### config.mk
export PLATFORM = sky130hd
export DESIGN_NAME = seg_scan_decoder
export DESIGN_NICKNAME = d
export VERILOG_FILES = /design/src/rtl/seg_scan_decoder.sv
export SDC_FILE = /design/constraint.sdc
export NUM_CORES = 1
export LEC_CHECK = 0
export CAP_MARGIN = 10
export CORE_MARGIN = 8
export CORE_UTILIZATION = 55
export CTS_BUF_LIST = sky130_fd_sc_hd__clkbuf_2
export DETAILED_ROUTE_END_ITERATION = 7
export GPL_ROUTABILITY_DRIVEN = 1
export MAX_ROUTING_LAYER = met4
export PLACE_DENSITY = 0.81
export SYNTH_ARGS = -nofsm -noshare
export SYNTH_HDL_FRONTEND = slang
export SYNTH_SLANG_ARGS = --single-unit
### constraint.sdc
create_clock -name clk -period 2.63 [get_ports clk]
set_clock_uncertainty 0.05 [all_clocks]
set_input_delay 0.263 -clock clk [delete_from_list [all_inputs] [get_ports clk]]
set_output_delay 0.263 -clock clk [all_outputs]
set_load 0.01 [all_outputs]
### src/rtl/seg_scan_decoder.sv
// Decodes a scanned 4-digit active-low 7-segment bus back into hex nibbles.
// Optional decimal-point capture is enabled by defining SEG_DP_EN.
module seg_scan_decoder #(
    parameter int SETTLE_CYCLES  = 4,
    parameter int TIMEOUT_CYCLES = 1000000
) (
    input  logic        clk,
    input  logic        rst,
    input  logic [3:0]  an,
    input  logic [6:0]  seg,
`ifdef SEG_DP_EN
    input  logic        dp,
    output logic [3:0]  dp_out,
`endif
    output logic [15:0] value,
    output logic [3:0]  digit_valid,
    output logic [3:0]  pattern_error,
    output logic        capture,
    output logic [1:0]  capture_digit
);

    localparam int TW = $clog2(TIMEOUT_CYCLES + 1);
    localparam logic [TW-1:0] TMO = TW'(TIMEOUT_CYCLES);
    localparam logic [7:0] SC = 8'(SETTLE_CYCLES);

    typedef enum logic [1:0] {IDLE, SETTLE, CAPTURE, HOLD} state_e;

    state_e state_q, state_d;
    logic [3:0]  an_q;
    logic [6:0]  seg_q;
    logic [7:0]  cnt_q, cnt_d;
    logic [1:0]  rec_idx_q, rec_idx_d;
    logic [6:0]  rec_seg_q, rec_seg_d;
    logic [15:0] value_q, value_d;
    logic [3:0]  valid_q, valid_d;
    logic [3:0]  perr_q, perr_d;
    logic        cap_q, cap_d;
    logic [1:0]  cap_dig_q, cap_dig_d;
    logic [TW-1:0] tmr_q [4];
    logic [TW-1:0] tmr_d [4];
    logic        single;
    logic        same;
    logic        start;
    logic [1:0]  sel_idx;
    logic [4:0]  dec;
`ifdef SEG_DP_EN
    logic        dp_q;
    logic        rec_dp_q, rec_dp_d;
    logic [3:0]  dpo_q, dpo_d;
`endif

    function automatic logic [4:0] decode(input logic [6:0] s);
        logic [4:0] r;
        r = 5'd0;
        case (s)
            7'h40: r = 5'h10;
            7'h79: r = 5'h11;
            7'h24: r = 5'h12;
            7'h30: r = 5'h13;
            7'h19: r = 5'h14;
            7'h12: r = 5'h15;
            7'h02: r = 5'h16;
            7'h78: r = 5'h17;
            7'h00: r = 5'h18;
            7'h10: r = 5'h19;
            7'h08: r = 5'h1A;
            7'h03: r = 5'h1B;
            7'h27: r = 5'h1C;
            7'h21: r = 5'h1D;
            7'h06: r = 5'h1E;
            7'h0E: r = 5'h1F;
            default: r = 5'h00;
        endcase
        return r;
    endfunction

    assign single = $onehot(~an_q);

    always_comb begin
        sel_idx = 2'd0;
        case (an_q)
            4'b1101: sel_idx = 2'd1;
            4'b1011: sel_idx = 2'd2;
            4'b0111: sel_idx = 2'd3;
            default: sel_idx = 2'd0;
        endcase
    end

`ifdef SEG_DP_EN
    assign same = (rec_idx_q == sel_idx) && (rec_seg_q == seg_q)
                  && (rec_dp_q == dp_q);
`else
    assign same = (rec_idx_q == sel_idx) && (rec_seg_q == seg_q);
`endif

    // State register
    always_ff @(posedge clk) begin
        if (rst) begin
            state_q   <= IDLE;
            cnt_q     <= 8'd0;
            rec_idx_q <= 2'd0;
            rec_seg_q <= 7'h7F;
`ifdef SEG_DP_EN
            rec_dp_q  <= 1'b1;
`endif
        end else begin
            state_q   <= state_d;
            cnt_q     <= cnt_d;
            rec_idx_q <= rec_idx_d;
            rec_seg_q <= rec_seg_d;
`ifdef SEG_DP_EN
            rec_dp_q  <= rec_dp_d;
`endif
        end
    end

    // Next-state logic; HOLD re-enters the settle path in the same cycle
    always_comb begin
        state_d   = state_q;
        cnt_d     = cnt_q;
        rec_idx_d = rec_idx_q;
        rec_seg_d = rec_seg_q;
`ifdef SEG_DP_EN
        rec_dp_d  = rec_dp_q;
`endif
        start     = 1'b0;
        case (state_q)
            IDLE: start = single;
            SETTLE: begin
                if (!single) begin
                    state_d = IDLE;
                end else if (!same) begin
                    start = 1'b1;
                end else begin
                    cnt_d = cnt_q + 8'd1;
                    if (cnt_d == SC) state_d = CAPTURE;
                end
            end
            CAPTURE: state_d = HOLD;
            HOLD: begin
                if (!single) state_d = IDLE;
                else if (!same) start = 1'b1;
            end
            default: state_d = IDLE;
        endcase
        if (start) begin
            rec_idx_d = sel_idx;
            rec_seg_d = seg_q;
`ifdef SEG_DP_EN
            rec_dp_d  = dp_q;
`endif
            cnt_d     = 8'd1;
            state_d   = (SETTLE_CYCLES == 1) ? CAPTURE : SETTLE;
        end
    end

    assign dec = decode(rec_seg_q);

    // Output logic: timeouts first so a same-cycle capture overrides expiry
    always_comb begin
        value_d   = value_q;
        valid_d   = valid_q;
        perr_d    = perr_q;
        cap_d     = 1'b0;
        cap_dig_d = cap_dig_q;
`ifdef SEG_DP_EN
        dpo_d     = dpo_q;
`endif
        for (int i = 0; i < 4; i++) begin
            tmr_d[i] = tmr_q[i];
            if (valid_q[i]) begin
                if (tmr_q[i] != TMO) tmr_d[i] = tmr_q[i] + TW'(1);
                if (tmr_d[i] == TMO) valid_d[i] = 1'b0;
            end
        end
        if (state_q == CAPTURE) begin
            cap_d     = 1'b1;
            cap_dig_d = rec_idx_q;
            if (dec[4]) begin
                value_d[{rec_idx_q, 2'b00} +: 4] = dec[3:0];
                valid_d[rec_idx_q] = 1'b1;
                perr_d[rec_idx_q]  = 1'b0;
                tmr_d[rec_idx_q]   = '0;
            end else begin
                valid_d[rec_idx_q] = 1'b0;
                perr_d[rec_idx_q]  = (rec_seg_q != 7'h7F);
            end
`ifdef SEG_DP_EN
            dpo_d[rec_idx_q] = ~rec_dp_q;
`endif
        end
    end

    always_ff @(posedge clk) begin
        if (rst) begin
            an_q      <= 4'hF;
            seg_q     <= 7'h7F;
            value_q   <= 16'h0000;
            valid_q   <= 4'h0;
            perr_q    <= 4'h0;
            cap_q     <= 1'b0;
            cap_dig_q <= 2'd0;
            for (int i = 0; i < 4; i++) tmr_q[i] <= '0;
`ifdef SEG_DP_EN
            dp_q      <= 1'b1;
            dpo_q     <= 4'h0;
`endif
        end else begin
            an_q      <= an;
            seg_q     <= seg;
            value_q   <= value_d;
            valid_q   <= valid_d;
            perr_q    <= perr_d;
            cap_q     <= cap_d;
            cap_dig_q <= cap_dig_d;
            for (int i = 0; i < 4; i++) tmr_q[i] <= tmr_d[i];
`ifdef SEG_DP_EN
            dp_q      <= dp;
            dpo_q     <= dpo_d;
`endif
        end
    end

    assign value         = value_q;
    assign digit_valid   = valid_q;
    assign pattern_error = perr_q;
    assign capture       = cap_q;
    assign capture_digit = cap_dig_q;
`ifdef SEG_DP_EN
    assign dp_out        = dpo_q;
`endif

endmodule

* Word-level counts from Yosys, hierarchy flattened
Memories as Yosys holds them, arrays and structs flattened.
Cells that the tools add are included.
** Storage, ports and cells
- Memories kept :: 1
- Logic and storage cells :: 152
- Bits in writable memories :: 80
- Output and inout bits :: 27
- Bits in registers :: 57
- Input port bits :: 13
** Operators by class
- Eq/ne operators :: 40
- Magnitude comparators :: 4
- Add/subtract/negate cells :: 9
- Shift-type cells :: 2
- Bitwise logic cells :: 12
- Reduce and logical (&&, ||, !) cells :: 17
- Multiplexer cells :: 54
** Memory list
- tmr_q :: depth 4, width 20, rd ports 4, clocked after Yosys merged registers in 0, wr ports 4, line 39 : logic [TW-1:0] tmr_q [4];
** Operators by type and width (number)
- 20-bit 2-to-1 mux :: 17
- 80-bit 2-to-1 mux :: 2
- 20-bit by 1-bit adder with 20-bit output, second input constant :: 4
- 80-bit AND :: 1
- 20-bit equality test, second input constant :: 4
- 20-bit inequality test, second input constant :: 4
- 80-bit NOT :: 1
- 5-bit one-hot mux with 16 select lines :: 1
- 20-bit demux with 2-bit select :: 1
- 7-bit by 6-bit equality test with 1-bit output, second input constant :: 4
- 7-bit by 5-bit equality test with 1-bit output, second input constant :: 3
- 7-bit equality test, second input constant :: 3
- 1-bit 2-to-1 mux :: 20
- 16-bit bitwise mux :: 1
- 4-bit by 6-bit variable shift with 16-bit output, first input constant :: 1
- 4-bit by 6-bit indexed part select with 16-bit output :: 1
- 7-bit by 2-bit equality test with 1-bit output, second input constant :: 2
- 7-bit by 4-bit equality test with 1-bit output, second input constant :: 2
- 4-bit 2-to-1 mux :: 3
- 2-bit one-hot mux with 3 select lines :: 2
- 3-bit inequality test, second input constant :: 3
- 8-bit by 1-bit adder with 8-bit output, second input constant :: 1
- 4-bit AND :: 2
- 4-bit equality test, second input constant :: 2
- 36 further kinds :: 53

* Longest topological paths before layout
Gate-level depths: netlist of run 1.
- Word-level depth :: 10
- Gate-level depth with buffers :: 11
- Mapped depth without buffers :: 10

* Worst setup path after synthesis of run 1
OpenSTA, ideal clock, no wires.
- Kind :: register -> register
- Start :: register an_q[0]
- End :: register rec_idx_q[1]
- Buffers on the path :: 2
- Setup slack :: 55 ps
- Clock period less this slack :: 2575 ps
- Stages on the path, launching flop included :: 12
- Arrival :: 2455 ps
- Data required time :: 2509 ps
- Library setup time :: 71 ps
- Cell sequence :: dfxtp_1 fa_1 inv_1 ha_1 ha_1 nor2_1 nand2_1 nor3_1 clkbuf_1 buf_2 nand3_1 a21oi_1
** On the way
- Cells in the longest elaborated chain, start to end :: 7
- Elaborated cells on any way between the ends :: 13
- Those cells by class :: 2 x add/sub; 5 x eq/ne; 4 x mux; 1 x bitwise; 1 x reduce/logical
** RTL lines
- start, declared :: line 29 : logic [3:0] an_q;
- start signal, assigned :: line 209 : an_q <= an;
- 4-bit by 3-bit equality test with 1-bit output / 4-bit equality test (equally long branches) :: line 81 : case (an_q)
- 2-bit one-hot mux with 3 select lines :: line 81
- 2-bit equality test :: line 93 : assign same = (rec_idx_q == sel_idx) && (rec_seg_q == seg_q);
- 1-bit logical AND :: line 93
- 1-bit 2-to-1 mux :: line 132, 142
- 1-bit 2-to-1 mux :: line 141 : if (!single) state_d = IDLE;
- 1-bit one-hot mux with 2 select lines :: line 127 : case (state_q)
- end signal, assigned :: line 109 : rec_idx_q <= rec_idx_d;
- end, declared :: line 32 : logic [1:0] rec_idx_q, rec_idx_d;
Several ways; a longest one is shown, not always the timed one.
A chain may end at the register's enable or synchronous reset.

==> results of run 1 <==
==> power by group <==
group | switching, mW | internal (mW) | total (mW) | leakage (nW)
logic | 0.344 | 0.315 | 0.659 | 1.92
clock network | 0.786 | 0.435 | 1.22 | 0.141
registers | 0.113 | 2.14 | 2.25 | 1.11
==> per-stage QoR <==
| stage | util | cells |
|---|---|---|
| after global routing | 0.627 | 1239 |
| after CTS | 0.625 | 1236 |
| final | 0.627 | 1239 |
| after global placement | 0.601 | 1192 |
| after detailed placement | 0.601 | 1192 |
| after floorplan | - | 989 |
==> cell families (layout without fill, tap and decap cells) <==
group                    Yosys count  after routing  synth area share
flip-flops                       137            137             0.346
XOR/XNOR                         106            106             0.117
AO/OA/AOI/OAI                    130            130             0.116
adder cells (fa/ha/maj)           26             26            0.0419
multiplexers                      11             11            0.0140
other                              0              1                 0
buffers and inverters             86            151            0.0451
AND/OR/NAND/NOR                  493            493             0.321
==> routing by layer <==
layer	track usage	wire length [um]
met5	-	0
met4	0.0696	247
met3	0.0440	808
met2	0.322	8410
met1	0.252	8240
==> synth_stat cells, types with 5 or more instances <==
cell	n	area [um2]
nor2_1	141	529
dfxtp_1	137	2740
nand2_1	83	312
xor2_1	72	631
nand3_1	55	275
clkbuf_1	42	158
nand4_1	41	257
xnor2_1	34	298
a21oi_1	31	155
inv_1	26	97.6
and3_1	25	156
ha_1	25	313
nor3_1	24	120
nand2b_1	20	125
o21ai_0	19	95.1
buf_2	16	80.1
or2_2	16	100
nor2b_1	15	93.8
a211o_1	11	96.3
mux2i_1	10	100
nor4_1	10	62.6
or3_1	9	56.3
and2_1	8	50.1
and4_1	8	70.1
nand3b_1	8	60.1
o22ai_1	7	43.8
a31oi_1	6	37.5
o32ai_1	5	43.8
==> area by class of cell <==
type | instances | area [um2]
tap | 184 | 230
multi-input combinational | 766 | 4850
fill | 1275 | 5340
antenna | 1 | 2.50
clock inverter | 13 | 130
clock buffer | 19 | 95.1
timing repair buffer | 93 | 825
sequential | 137 | 2750
inverter | 26 | 97.6
==> critical path: stages (launching register included) <==
cell and delay (ns):
dfxtp_1 0.44, ha_2 0.27, and4_1 0.18, a21oi_1 0.04, a2bb2oi_1 0.13, or3_1 0.30, or4_1 0.53, a2111oi_2 0.36
o22ai_1 0.12
==> repair_timing <==
action                                  in CTS  in global routing
endpoints found under the setup margin       0                 13
setup buffers                                0                  2
resized for setup                            0                  8
hold endpoints to repair                    17                  0
hold buffers                                12                  0
==> state kept, by name, summed over array words and instances (netlist names) <==
register       flops
tmr_q             80
value             16
cnt_q              8
rec_seg_q          7
seg_q              7
an_q               4
digit_valid        4
pattern_error      4
capture_digit      2
rec_idx_q          2
state_q            2
capture            1
==> worst max path at each step <==
stage | startpoint | endpoint
finish | tmr_q[3][0] | digit_valid[3]
global route | tmr_q[3][0] | digit_valid[3]
CTS | tmr_q[3][1] | digit_valid[3]
detailed placement | tmr_q[3][1] | digit_valid[3]
global placement | tmr_q[3][1] | digit_valid[3]
floorplan | an_q[0] | rec_idx_q[1]
==> impl_metrics.py, run 1 <==
metrics = {
    "routing": {
        "viasPerCell": 5.69,
        "first_iter_violations": 574,
        "finalWirelength_um": 17700,
        "route.detailed.drc": 0,
        "routedWlPerCell_um": 14.3,
        "drtAntennaViolNets": 0,
        "dr.pass1.iters": 7,
        "vias": 7049,
    },
    "timing": {
        "layout_min_cycle_time_ns": 2.52,
        "fin_crit_sh": 0.959,
        "worst_slew_pin_slew_ns": 0.727,
        "slew_violations": 0,
        "finalWorstSetupSlack_ns": 0.108,
        "setup_viol": 0,
        "hold_ws_ns": 0.438,
        "fmax_mhz": 397,
        "slew-limit-headroom": 0.516,
        "finalHoldViolations": 0,
        "setup_tns_ns": 0,
    },
    "flow_run": {
        "maxCapViolations": 0,
    },
    "cells_and_area": {
        "syn_to_final_growth_pct": 13.1,
        "nNetsFinal": 1080,
        "layout-drive-gt1-share": 0.103,
        "layout_commonest_cell": "nor2_1",
        "postLayoutCellArea_um2": 8980,
        "final_cell_mix": "140 x nor2_1, 133 x dfxtp_1, 83 x nand2_1, 72 x xor2_1, 55 x nand3_1",
    },
    "floorplan": {
        "num_rows": 44,
        "die_x_um": 136,
        "initial_utilization": 0.554,
        "dieArea_um2": 18500,
        "coreArea_um2": 14300,
        "io_pins": 40,
        "dieHeight_um": 136,
    },
    "worst_setup_path": {
        "reg2reg_depth": 8,
        "crit_path_end_kind": "register",
        "critical_path_class": "reg2reg",
        "worstPathRequired_ns": 3.22,
        "rrSetupSlack_ns": 0.11,
        "r2r_start": "tmr_q[3][0]",
        "path_max_fanout": 7,
        "critPathArrivalTime_ns": 3.11,
        "rr_endpoint": "digit_valid[3]",
        "critPathLaunchType": "register",
    },
    "clock_network": {
        "htree_levels": 4,
        "cts_num_sinks": 137,
        "clk_latency_ns": 0.73,
        "clk_pin_slew_worst_paths_ns": 0.21,
        "clk_path_buf_depth": 2,
        "root_buffer": "clkbuf_2",
        "numCtsBuffers": 17,
        "cts_tree": "yes",
    },
    "hold_path": {
        "hp-class": "reg2reg",
        "hp-start": "value[12]",
        "hold_path_depth": 1,
        "hold_path_end": "value[12]",
    },
    "placed_design": {
        "gp_congestion": 0.919,
        "post_dp_cell_area_um2": 8600,
        "dp_hpwl_um": 12500,
        "port-buffer-count": 39,
        "pre_cts_ws_ns": 0.0525,
    },
    "power_and_ir_drop": {
        "power_density_nw_per_um2": 460,
        "ir_worst_vdd_uv": 495,
        "total_power_mw": 4.13,
        "p_leak_nw": 3.17,
    },
    "global_routing": {
        "grt_use_total": 0.203,
        "antenna_found_initial": 1,
        "grt_start_max_net_pins": 46,
        "gr-total-overflow": 0,
        "grt_pass1_wl_um": 30300,
        "grt_pass1_vias": 6610,
    },
    "yosys": {
        "synth_ff_type": "dfxtp_1",
        "syn_inst": 989,
        "synth-async-reset-ratio": 0,
        "synth_nets": 1028,
        "synth_area_per_cell_um2": 8.02,
        "yosysWarnings": 0,
        "synth_cell_types": 71,
        "synth_edf_count": 0,
        "yosysSeqAreaShare": 0.346,
        "ys_ff_latch": 137,
        "synth_area_um2": 7940,
    },
    "status": {
        "status": "finished clean",
    },
}
(Power assumes the default switching activity.)
==> run 2: changes to the inputs <==
--- a/config.mk
+++ b/config.mk
@@ -12,7 +12,7 @@
 export DETAILED_ROUTE_END_ITERATION = 7
 export GPL_ROUTABILITY_DRIVEN = 1
 export MAX_ROUTING_LAYER = met4
-export PLACE_DENSITY = 0.81
+export PLACE_DENSITY_LB_ADDON = 0.25
 export SYNTH_ARGS = -nofsm -noshare
 export SYNTH_HDL_FRONTEND = slang
 export SYNTH_SLANG_ARGS = --single-unit
==> impl_metrics.py, run 2 (synthesized netlist as in run 1, its figures left out) <==
metrics = {
    "clock_network": {
        "cts_num_sinks": 137,
        "root_buffer": "clkbuf_2",
        "clk_pin_slew_worst_paths_ns": 0.19,
        "clk_path_buf_depth": 2,
        "cts_tree": "yes",
        "clk_latency_ns": 0.70,
        "numCtsBuffers": 17,
        "htree_levels": 4,
    },
    "cells_and_area": {
        "max_flop_register": "tmr_q",
        "final_cell_mix": "140 x nor2_1, 132 x dfxtp_1, 83 x nand2_1, 72 x xor2_1, 55 x nand3_1",
        "layout_commonest_cell": "nor2_1",
        "nFillCells": 1303,
        "multi_input_area_um2": 4890,
        "largest_reg_flops": 80,
        "regArea_um2": 2750,
        "nNetsFinal": 1078,
        "layout-drive-gt1-share": 0.106,
        "syn_to_final_growth_pct": 14.3,
    },
    "worst_setup_path": {
        "crit_path_end_kind": "register",
        "worstPathBufferInverterCount": 0,
        "worstPathRequired_ns": 3.17,
        "crit_family": "simple AND/OR/NAND/NOR gates",
        "path_max_fanout": 6,
        "critical_path_class": "reg2reg",
        "r2r_start": "tmr_q[3][7]",
        "critPathLaunchType": "register",
        "cpMaxStageDelayCell": "or4_4",
        "critPathMostFrequentCell": "nor4_4",
        "max_stage_delay_ns": 0.55,
        "critPathLaunch": "tmr_q[3][7]",
        "crit_chain": "nor4_4 > nand4_1 > nor4_4 > mux2i_1 > or4_4 > a2111oi_4 > o22ai_1",
        "critPathArrivalTime_ns": 3.05,
    },
    "floorplan": {
        "die_x_um": 136,
        "io_pins": 40,
        "dieHeight_um": 136,
        "initial_utilization": 0.554,
        "dieArea_um2": 18500,
        "coreArea_um2": 14300,
        "num_rows": 44,
    },
    "timing": {
        "layout_min_cycle_time_ns": 2.51,
        "fmax_mhz": 399,
        "slew_violations": 0,
        "setup_viol": 0,
        "worst_slew_pin_slew_ns": 0.778,
        "fin_crit_sh": 0.953,
        "slew-limit-headroom": 0.481,
        "setup_tns_ns": 0,
        "finalHoldViolations": 0,
    },
    "power_and_ir_drop": {
        "swShare": 0.286,
        "power_frac_comb": 0.153,
        "internal_power_mw": 3.08,
        "pwr-share-seq": 0.520,
        "ir_worst_vdd_uv": 398,
        "p_leak_nw": 3.20,
        "net-switching-power_mw": 1.23,
        "total_power_mw": 4.31,
        "power_density_nw_per_um2": 475,
        "p_clk_frac": 0.327,
    },
    "global_routing": {
        "grt_pass1_vias": 6177,
        "grt_start_max_net_pins": 26,
        "grt_pass1_wl_um": 29400,
        "gr-total-overflow": 0,
        "antenna_found_initial": 1,
        "grt_use_total": 0.196,
    },
    "placed_design": {
        "port-buffer-count": 39,
        "gp_congestion": 0.882,
        "dp_hpwl_um": 12400,
    },
    "flow_run": {
        "maxCapViolations": 0,
    },
    "status": {
        "status": "finished clean",
    },
    "routing": {
        "finalWirelength_um": 17500,
        "route.detailed.drc": 0,
        "dr.pass1.iters": 5,
        "routedWlPerCell_um": 14.1,
        "drtAntennaViolNets": 0,
        "first_iter_violations": 530,
        "vias": 6942,
        "viasPerCell": 5.61,
    },
    "hold_path": {
        "hp-start": "pattern_error[3]",
        "hp-class": "reg2reg",
    },
}
run 2: through the flow:
stage               hold WS (ns)   util  worst slack, ns  area, um2  cells
floorplan                  0.317      -           0.0547       7940    989
global placement           0.419  0.600            0.112       8590   1190
detailed placement         0.424  0.600           0.0534       8590   1190
CTS                      0.00569  0.627           0.0317       8970   1232
global route               0.467  0.634          -0.0348       9070   1237
finish                     0.446  0.634            0.124       9070   1237
run 2: worst reg2reg max path, delay by kind of cell (launching register included):
kind / cells / cell delay [ns]
multiplexers: 1 / 0.12
flip-flops: 1 / 0.41
AO/OA/AOI/OAI: 2 / 0.47
AND/OR/NAND/NOR: 4 / 1.36
run 2: final timing paths:
| kind | endpoint | slack, ns | cells after the start |
|---|---|---|---|
| worst max-delay path | digit_valid[3] | 0.12 | 7 |
| worst min-delay path | pattern_error[3] | 0.45 | 2 |
| worst max register to register | digit_valid[3] | 0.12 | 7 |
| worst min register to register | pattern_error[3] | 0.45 | 2 |
run 2: per-layer routing:
metal | share of wire | global-route usage
met5 | 0 | -
met3 | 0.040 | 0.0480
met1 | 0.49 | 0.254
met4 | 0.0084 | 0.0513
met2 | 0.46 | 0.299
run 2: final cells by class:
type | instances | area share
diodes | 1 | 0.000276
multi-input cells | 766 | 0.539
clock buffers | 20 | 0.0110
well taps | 184 | 0.0254
repair buffers | 91 | 0.0906
clock inverters | 12 | 0.0193
inverters | 26 | 0.0108
flip-flops and latches | 137 | 0.303
run 2: power by group through the flow:
stage / Clock [mW] / Combinational (mW) / Sequential, mW
floorplan: 0 / 0.517 / 2.21
global placement: 0 / 0.616 / 2.28
detailed placement: 0 / 0.625 / 2.28
CTS: 1.47 / 0.641 / 2.24
global route: 1.56 / 0.739 / 2.26
finish: 1.41 / 0.660 / 2.24
run 2: timing repair:
action,in CTS,in global routing
endpoints found under the setup margin,0,16
resized for setup,0,16
endpoints found under the hold margin,15,2
buffers inserted,0,2
hold buffers,10,2
==> run 3: changes to the inputs <==
--- a/config.mk
+++ b/config.mk
@@ -10,7 +10,6 @@
 export CORE_UTILIZATION = 55
 export CTS_BUF_LIST = sky130_fd_sc_hd__clkbuf_2
 export DETAILED_ROUTE_END_ITERATION = 7
-export GPL_ROUTABILITY_DRIVEN = 1
 export MAX_ROUTING_LAYER = met4
 export PLACE_DENSITY_LB_ADDON = 0.25
 export SYNTH_ARGS = -nofsm -noshare
==> results of run 3 <==
The final DEF is identical to that of run 2; final timing and power are the same.
